$ cat src/rtl/seg_display_engine.sv
// Multi-channel binary to 7-segment display engine.
// One shared double-dabble datapath serves all channels in round-robin order.
module seg_display_engine #(
  parameter int WIDTH    = 6,
  parameter int DIGITS   = 2,
  parameter int CHANNELS = 2,
  parameter int BLANK_LZ = 0,
  localparam int CW = (CHANNELS > 1) ? $clog2(CHANNELS) : 1
) (
  input  logic                         clk,
  input  logic                         rst_n,
  input  logic                         freeze,
  input  logic [CHANNELS*WIDTH-1:0]    in,
  output logic [CHANNELS*DIGITS*7-1:0] hex,
  output logic [CW-1:0]                chan,
  output logic                         busy,
  output logic                         frame_done
);

  localparam int BW   = 4 * DIGITS;
  localparam int CNTW = (WIDTH > 1) ? $clog2(WIDTH) : 1;
  localparam int SW   = DIGITS * 7;

  localparam logic [6:0]    SEG_BLANK = 7'h7F;
  localparam logic [6:0]    SEG_DASH  = 7'h3F;
  localparam logic [CW-1:0] LAST_CH   = CW'(CHANNELS - 1);
  localparam logic [CNTW-1:0] LAST_SH = CNTW'(WIDTH - 1);

  typedef enum logic [1:0] {
    IDLE,
    LOAD,
    SHIFT,
    COMMIT
  } state_t;

  state_t                      state_q;
  logic [WIDTH-1:0]            bin_q, bin_d;
  logic [BW-1:0]               bcd_q, bcd_d;
  logic [BW-1:0]               adj;
  logic                        ovf_q, ovf_d;
  logic [CNTW-1:0]             cnt_q;
  logic [CW-1:0]               chan_q;
  logic [CHANNELS*SW-1:0]      hex_q;
  logic                        fdone_q;
  logic [SW-1:0]               enc_d;
  logic [3:0]                  nib;
  logic                        lead;

  function automatic logic [6:0] seg7(input logic [3:0] v);
    case (v)
      4'd0:    seg7 = 7'h40;
      4'd1:    seg7 = 7'h79;
      4'd2:    seg7 = 7'h24;
      4'd3:    seg7 = 7'h30;
      4'd4:    seg7 = 7'h19;
      4'd5:    seg7 = 7'h12;
      4'd6:    seg7 = 7'h02;
      4'd7:    seg7 = 7'h78;
      4'd8:    seg7 = 7'h00;
      4'd9:    seg7 = 7'h10;
      default: seg7 = SEG_BLANK;
    endcase
  endfunction

  // One shift/add-3 step; a carry out of the top nibble means the value
  // does not fit in DIGITS decimal digits.
  always_comb begin
    adj = bcd_q;
    for (int i = 0; i < DIGITS; i++) begin
      if (bcd_q[i*4 +: 4] >= 4'd5)
        adj[i*4 +: 4] = bcd_q[i*4 +: 4] + 4'd3;
    end
    ovf_d = ovf_q | adj[BW-1];
    bcd_d = {adj[BW-2:0], bin_q[WIDTH-1]};
    bin_d = bin_q << 1;
  end

  always_comb begin
    enc_d = '0;
    lead  = 1'b1;
    nib   = '0;
    for (int d = DIGITS - 1; d >= 0; d--) begin
      nib = bcd_q[d*4 +: 4];
      if (ovf_q) begin
        enc_d[d*7 +: 7] = SEG_DASH;
      end else if (BLANK_LZ != 0 && lead && d != 0 && nib == 4'd0) begin
        enc_d[d*7 +: 7] = SEG_BLANK;
      end else begin
        enc_d[d*7 +: 7] = seg7(nib);
        lead = 1'b0;
      end
    end
  end

  always_ff @(posedge clk) begin
    if (!rst_n) begin
      state_q <= LOAD;
      bin_q   <= '0;
      bcd_q   <= '0;
      ovf_q   <= 1'b0;
      cnt_q   <= '0;
      chan_q  <= '0;
      hex_q   <= {(CHANNELS*DIGITS){SEG_BLANK}};
      fdone_q <= 1'b0;
    end else begin
      fdone_q <= 1'b0;
      unique case (state_q)
        IDLE: begin
          if (!freeze) state_q <= LOAD;
        end
        LOAD: begin
          bin_q   <= in[chan_q*WIDTH +: WIDTH];
          bcd_q   <= '0;
          ovf_q   <= 1'b0;
          cnt_q   <= '0;
          state_q <= SHIFT;
        end
        SHIFT: begin
          bin_q <= bin_d;
          bcd_q <= bcd_d;
          ovf_q <= ovf_d;
          cnt_q <= cnt_q + 1'b1;
          if (cnt_q == LAST_SH) state_q <= COMMIT;
        end
        COMMIT: begin
          hex_q[chan_q*SW +: SW] <= enc_d;
          fdone_q <= (chan_q == LAST_CH);
          chan_q  <= (chan_q == LAST_CH) ? '0 : chan_q + 1'b1;
          state_q <= freeze ? IDLE : LOAD;
        end
        default: state_q <= IDLE;
      endcase
    end
  end

  assign hex        = hex_q;
  assign chan       = chan_q;
  assign busy       = (state_q != IDLE);
  assign frame_done = fdone_q;

endmodule

$ cat config.mk
export PLATFORM = sky130hd
export DESIGN_NAME = seg_display_engine
export DESIGN_NICKNAME = d
export VERILOG_FILES = /design/src/rtl/seg_display_engine.sv
export SDC_FILE = /design/constraint.sdc
export NUM_CORES = 1
export LEC_CHECK = 0
export CORE_ASPECT_RATIO = 0.9
export CORE_UTILIZATION = 25
export DETAILED_ROUTE_END_ITERATION = 7
export GPL_TIMING_DRIVEN = 0
export SLEW_MARGIN = 5
export SYNTH_ARGS = -nofsm -noshare
export SYNTH_HDL_FRONTEND = slang
export SYNTH_SLANG_ARGS = --single-unit
$ cat constraint.sdc
create_clock -name clk -period 7.06 [get_ports clk]
set_input_delay 1.412 -clock clk [delete_from_list [all_inputs] [get_ports clk]]
set_output_delay 1.412 -clock clk [all_outputs]
set_load 0.005 [all_outputs]
# Yosys cells after proc, flatten, opt, wreduce, memory -nomap -nowiden

Memories as Yosys holds them, arrays and structs flattened. A register that Yosys moved wholly into a read port is not among the register bits.
Index checks and enable logic that the tools add are counted.

Output and inout port bits: 31
Memories: 2
Memory bits (read-only): 224
Register bits: 50

Memories:

| name             | words | bits a word | read ports | clocked after memory_dff | write ports | RTL line | RTL |
|---|---|---|---|---|---|---|---|
| (name not given) | 16    | 7           | 1          | 1                        | 0           | 50       | `case (v)` |
| (name not given) | 16    | 7           | 1          | 1                        | 0           | 50       |  |

Shift-type cells: 3
$lt $le $gt $ge: 2
Multiplexer cells: 18
Add/subtract/negate cells: 5
Multiply operators: 2
Equal/unequal tests: 6
Reduce and logical (&&, ||, !) cells: 5
Bitwise gates (word level): 1

Operator list:

| kind                     | number |
|---|---|
| $neg 5->34               | 1 |
| $shift 14x34->28 const A | 1 |
| $shiftx 14x34->28        | 1 |
| $bwmux 28                | 1 |
| $mux 4                   | 6 |
| $pmux 8 s2               | 1 |
| $mux 7                   | 2 |
| $pmux 6 s2               | 1 |
| $shiftx 12x5->6          | 1 |
| $add 4x2->4 const B      | 2 |
| $ge 4x3->1 const B       | 2 |
| $pmux 2 s4               | 1 |
| $pmux 3 s2               | 1 |
| $eq 2x2->1 const B       | 2 |
| $mul 1x3->4 const B      | 1 |
| $mux 2                   | 2 |
| $ne 2x2->1 const B       | 2 |
| $reduce_and 2->1         | 2 |
| $reduce_bool 2->1        | 2 |
| $add 3x1->3 const B      | 1 |
| $eq 3x3->1 const B       | 1 |
| $mul 1x2->3 const B      | 1 |
| $eq 2x1->1 const B       | 1 |
| $logic_not 2->1          | 1 |
| other kinds (4)          | 5 |

# Longest topological paths before layout

Word-level depth: 5
Gate-level depth with buffers: 12

# Least setup slack after synthesis

OpenSTA, ideal clock, no wires.

Path kind: in2reg
Start: input rst_n
End: register (tool-made name)
Arrival: 2.627 ns
Required time: 6.976 ns
Cell stages on the path: 8
Slack: 4.348 ns
Path buffers: 0
Setup time: 0.084 ns
Path through: nand2_1 a2111oi_0 a211oi_2 inv_1 ha_1 inv_1 and3_1 o31ai_2

RTL lines:

| what               | RTL line | RTL |
|---|---|---|
| start: declaration | 11       | `input logic rst_n,` |

==> impl_metrics.prom <==
# TYPE chip_impl_metric gauge
chip_impl_info{name="status",value="complete, no violations"} 1
chip_impl_info{name="worst_setup_path_end_kind",value="register"} 1
chip_impl_metric{name="power.share.switching",unit="%"} 29.4
chip_impl_metric{name="required",unit="ps"} 7320
chip_impl_info{name="most_common_cell_after_layout_fill_and_taps_aside",value="sky130_fd_sc_hd__dfxtp_1"} 1
chip_impl_metric{name="drtAntennaViolNets",unit=""} 0
chip_impl_metric{name="vdd_drop_max",unit="mV"} 0.111
chip_impl_info{name="timing.critical_path.max_delay_family",value="buffers and inverters"} 1
chip_impl_metric{name="yosysWarningCount",unit=""} 0
chip_impl_info{name="unrepaired_setup_endpoints_after_global_routing",value="no"} 1
chip_impl_metric{name="cts_max_path_buffers",unit=""} 2
chip_impl_info{name="synth_top_cells_by_area",value="sky130_fd_sc_hd__dfxtp_1 40%, sky130_fd_sc_hd__ha_1 8.2%, sky130_fd_sc_hd__o211ai_1 6.6%, sky130_fd_sc_hd__nand2_1 5.5%, sky130_fd_sc_hd__mux2i_1 3.5%"} 1
chip_impl_metric{name="avgViaCountPerCell",unit=""} 4.65
chip_impl_metric{name="clk_pin_slew",unit="ps"} 50
chip_impl_info{name="synth_top_family_by_area",value="compound AO/OA/AOI/OAI gates"} 1
chip_impl_metric{name="grt_overflow_total",unit=""} 0
chip_impl_metric{name="floorplan.initialDensity",unit="%"} 26.1
chip_impl_metric{name="power_frac_comb",unit="%"} 29.7
chip_impl_metric{name="synth-adder-area-share",unit="%"} 8.25
chip_impl_metric{name="clock_sink_count",unit=""} 64
chip_impl_metric{name="area_of_the_mapped_netlist",unit="sq mm"} 0.00319
chip_impl_metric{name="cts_buffers",unit=""} 9
chip_impl_metric{name="tns",unit="ps"} 0
chip_impl_metric{name="timing_worst_slew_pin_value",unit="ps"} 560
chip_impl_metric{name="synthesis.nets",unit=""} 393
chip_impl_metric{name="num-nets-final",unit=""} 449
chip_impl_metric{name="clock_insertion_delay_worst_skew",unit="ps"} 320
chip_impl_metric{name="routed_wire_length_per_instance",unit="microns"} 12.9
chip_impl_metric{name="leakagePower",unit="nW"} 1.72
chip_impl_metric{name="postSynthCellCount",unit=""} 357
chip_impl_metric{name="grt_first_pass_wirelength",unit="microns"} 12500
chip_impl_metric{name="clockPowerShare",unit="%"} 37.4
chip_impl_metric{name="timing.max_slew.rel_slack",unit="%"} 62.7
chip_impl_metric{name="core.rowCount",unit=""} 38
chip_impl_metric{name="net-switching-power",unit="mW"} 0.408
chip_impl_metric{name="area_growth_syn_to_layout",unit="%"} 31.5
chip_impl_metric{name="worstPathArrival",unit="ps"} 3680
chip_impl_metric{name="die_x",unit="microns"} 121
chip_impl_metric{name="die_height",unit="microns"} 109
chip_impl_info{name="synth_top_flop_cell",value="sky130_fd_sc_hd__dfxtp_1"} 1
chip_impl_info{name="cell_type_contributing_the_most_total_cell_area_after_synthesis",value="sky130_fd_sc_hd__dfxtp_1"} 1
chip_impl_metric{name="synth_compound_area_share",unit="%"} 23.0
chip_impl_info{name="rr_startpoint",value="bcd_q[1]"} 1
chip_impl_metric{name="core",unit="sq mm"} 0.0122
chip_impl_metric{name="wl",unit="microns"} 7470
chip_impl_metric{name="synth.top_cell.area_share",unit="%"} 40.2
chip_impl_info{name="hold_path_startpoint",value="hex[23]"} 1
chip_impl_metric{name="crit_fanout",unit=""} 10
chip_impl_metric{name="numPortBuffers",unit=""} 45
chip_impl_metric{name="share_seq_of_total_power",unit="%"} 32.8
chip_impl_info{name="cpMaxStageDelayCell",value="sky130_fd_sc_hd__clkdlybuf4s50_1"} 1
chip_impl_metric{name="share_of_post_route_cells_with_drive_strength_above_1",unit="%"} 8.85
chip_impl_metric{name="top_level_ports",unit=""} 46
chip_impl_metric{name="setup_violations",unit=""} 0
chip_impl_info{name="worst_setup_path_start_kind",value="input pin"} 1
chip_impl_metric{name="yosys_reg_bits",unit=""} 64
chip_impl_metric{name="cts_h_tree_depth",unit=""} 3
chip_impl_info{name="critical_path.cell_chain",value="clkdlybuf4s50_1 -> clkbuf_1 -> buf_1 -> nand2_1 -> ha_1 -> o21ai_0 -> a22o_1"} 1
chip_impl_info{name="crit_start",value="rst_n"} 1
chip_impl_metric{name="post_synth.cell_area_avg",unit="sq um"} 8.92
chip_impl_metric{name="placed_cells",unit=""} 562
chip_impl_metric{name="area.sequential",unit="sq mm"} 0.00128
chip_impl_metric{name="reg2reg_depth",unit=""} 10
chip_impl_metric{name="drc_errors",unit=""} 0
chip_impl_metric{name="ff2ff_setup_slack",unit="ps"} 4500
chip_impl_metric{name="count_of_fill_cells_added_during_filler_insertion",unit=""} 1218
chip_impl_metric{name="grt_max_degree",unit=""} 13
chip_impl_metric{name="vias",unit=""} 2686
chip_impl_metric{name="hpwl",unit="microns"} 5540
chip_impl_metric{name="fp.dieArea",unit="sq mm"} 0.0132
chip_impl_metric{name="filler_free_cell_count_of_the_finished_design",unit=""} 578
chip_impl_metric{name="max_capacitance_violation_count",unit=""} 0
chip_impl_metric{name="multi_input_area",unit="sq mm"} 0.00171
chip_impl_metric{name="period_share",unit="%"} 48.3
chip_impl_metric{name="grt_pass1_vias",unit=""} 2677
chip_impl_metric{name="worst-path-stages",unit=""} 7
chip_impl_metric{name="slew_viol_final",unit=""} 0
chip_impl_metric{name="multiplexer_area_fraction_after_synthesis",unit="%"} 3.46
chip_impl_metric{name="cts_post_setup_buffers_inserted",unit=""} 0
chip_impl_metric{name="antenna-diode-count",unit=""} 0
chip_impl_metric{name="clock.fmax",unit="GHz"} 0.293
chip_impl_metric{name="initial_antenna_violation_count",unit=""} 0
chip_impl_info{name="cts.root.buffer_cell",value="sky130_fd_sc_hd__clkbuf_16"} 1
chip_impl_metric{name="timing.final.crit_period",unit="ps"} 3410
chip_impl_info{name="cts_tree",value="built"} 1
chip_impl_metric{name="cp.buffers_inverters",unit=""} 3
chip_impl_metric{name="detailedRoute.firstPassIterationCount",unit=""} 4
chip_impl_metric{name="synth_enable_flop_cells",unit=""} 0
chip_impl_metric{name="intPower",unit="mW"} 0.978
chip_impl_metric{name="post_cts_resize_count",unit=""} 0
chip_impl_info{name="min-delay-path-class",value="reg2reg"} 1
chip_impl_metric{name="drt_iter0_drc",unit=""} 137
chip_impl_metric{name="gp_congestion",unit=""} 0.842
chip_impl_metric{name="post_synth_xor_area_fraction",unit="%"} 0.275
chip_impl_metric{name="power_per_cell_area",unit="mW/mm^2"} 331
chip_impl_metric{name="synth-seq-area-share",unit="%"} 40.2
chip_impl_metric{name="timing.clock.skew",unit="ps"} 6.63
chip_impl_metric{name="cts.hold.buffers_added",unit=""} 0
chip_impl_info{name="setup.worst_path.class",value="in2reg"} 1
chip_impl_metric{name="final_hold_viol_count",unit=""} 0
chip_impl_info{name="most_frequent_cells_in_the_layout",value="64 x sky130_fd_sc_hd__dfxtp_1, 47 x sky130_fd_sc_hd__nand2_1, 45 x sky130_fd_sc_hd__clkdlybuf4s50_1, 28 x sky130_fd_sc_hd__o211ai_1, 24 x sky130_fd_sc_hd__inv_1"} 1
chip_impl_metric{name="ys_async_sr_fraction",unit="%"} 0
chip_impl_metric{name="grtUsageTotal",unit="%"} 12.0
chip_impl_metric{name="slowest_delay",unit="ps"} 570
chip_impl_metric{name="synth.distinct_cells",unit=""} 57
chip_impl_metric{name="synth_simple_gate_area_share",unit="%"} 18.7
-- cell usage after synthesis, drive strengths merged (3+ instances only) --
master,instances
dfxtp,64
nand2,48
o211ai,28
inv,24
ha,21
nor2,20
o21ai,19
clkbuf,12
mux2i,11
and2,10
buf,10
nand2b,9
nand3,8
nor2b,8
a21boi,6
and3,6
a211oi,5
a21oi,5
o221ai,5
o31ai,4
a2111oi,3
o21a,3
-- layout make-up --
class	instances	area share, %
clock inverter	6	2.75
timing repair buffer	45	10.7
sequential	64	30.6
clock buffer	10	5.70
tap	160	4.78
multi-input combinational	247	40.8
inverter	24	2.15
buffer	22	2.54
-- per-stage QoR --
| step | setup WS, ps | hold slack, ps | power, mW | instance area (sq um) | utilization, % |
|---|---|---|---|---|---|
| after global routing | 3490 | 502 | 1.46 | 4190 | 34.3 |
| final | 3650 | 479 | 1.39 | 4190 | 34.3 |
| after CTS | 3650 | 488 | 1.40 | 4190 | 34.3 |
| after floorplan | 4350 | 479 | 0.718 | 3190 | - |
| after global placement | 3360 | 477 | 0.871 | 3840 | 31.4 |
| after detailed placement | 3310 | 476 | 0.877 | 3840 | 31.4 |
-- power by group through the flow --
stage	clock network [mW]	logic (mW)	registers [mW]
5_1_grt	0.544	0.456	0.463
2_1_floorplan	0	0.257	0.461
6_report	0.519	0.412	0.455
3_5_place_dp	0	0.414	0.463
4_1_cts	0.527	0.416	0.457
3_3_place_gp	0	0.408	0.463
-- per-layer routing --
| metal | up-vias | wire (microns) | GRT usage (%) | share of wire (%) |
|---|---|---|---|---|
| li1 | 1371 | - | - | - |
| met1 | 1266 | 3540 | 14.5 | 47 |
| met2 | 44 | 3630 | 20.4 | 49 |
| met3 | 5 | 251 | 2.72 | 3.4 |
| met4 | 0 | 53 | 5.38 | 0.71 |
| met5 | - | 0 | 0 | 0 |
-- cell families (layout without fill, tap and decap cells) --
family / count (synthesis) / count (layout)
multiplexers: 11 / 11
flip-flops: 64 / 64
buffers and inverters: 46 / 107
AO/OA/AOI/OAI: 94 / 94
adder cells (fa/ha/maj): 21 / 21
XOR/XNOR: 1 / 1
AND/OR/NAND/NOR: 120 / 120
-- worst min path at each step --
stage / end / slack, ps / depth (start not counted)
2_1_floorplan: hex[20] / 480 / 2
3_3_place_gp: hex[9] / 480 / 2
3_5_place_dp: hex[9] / 480 / 2
4_1_cts: hex[23] / 490 / 2
5_1_grt: hex[25] / 500 / 2
6_report: hex[23] / 480 / 2
-- worst register-to-register path, delay by kind of cell, from the launching register on --
family / cells / cell delay [ps]
AND/OR/NAND/NOR: 3 / 690
AO/OA/AOI/OAI: 3 / 630
adder cells (fa/ha/maj): 2 / 540
flip-flops: 1 / 420
buffers and inverters: 2 / 200
No activity file was read; power rests on OpenSTA's default activity.
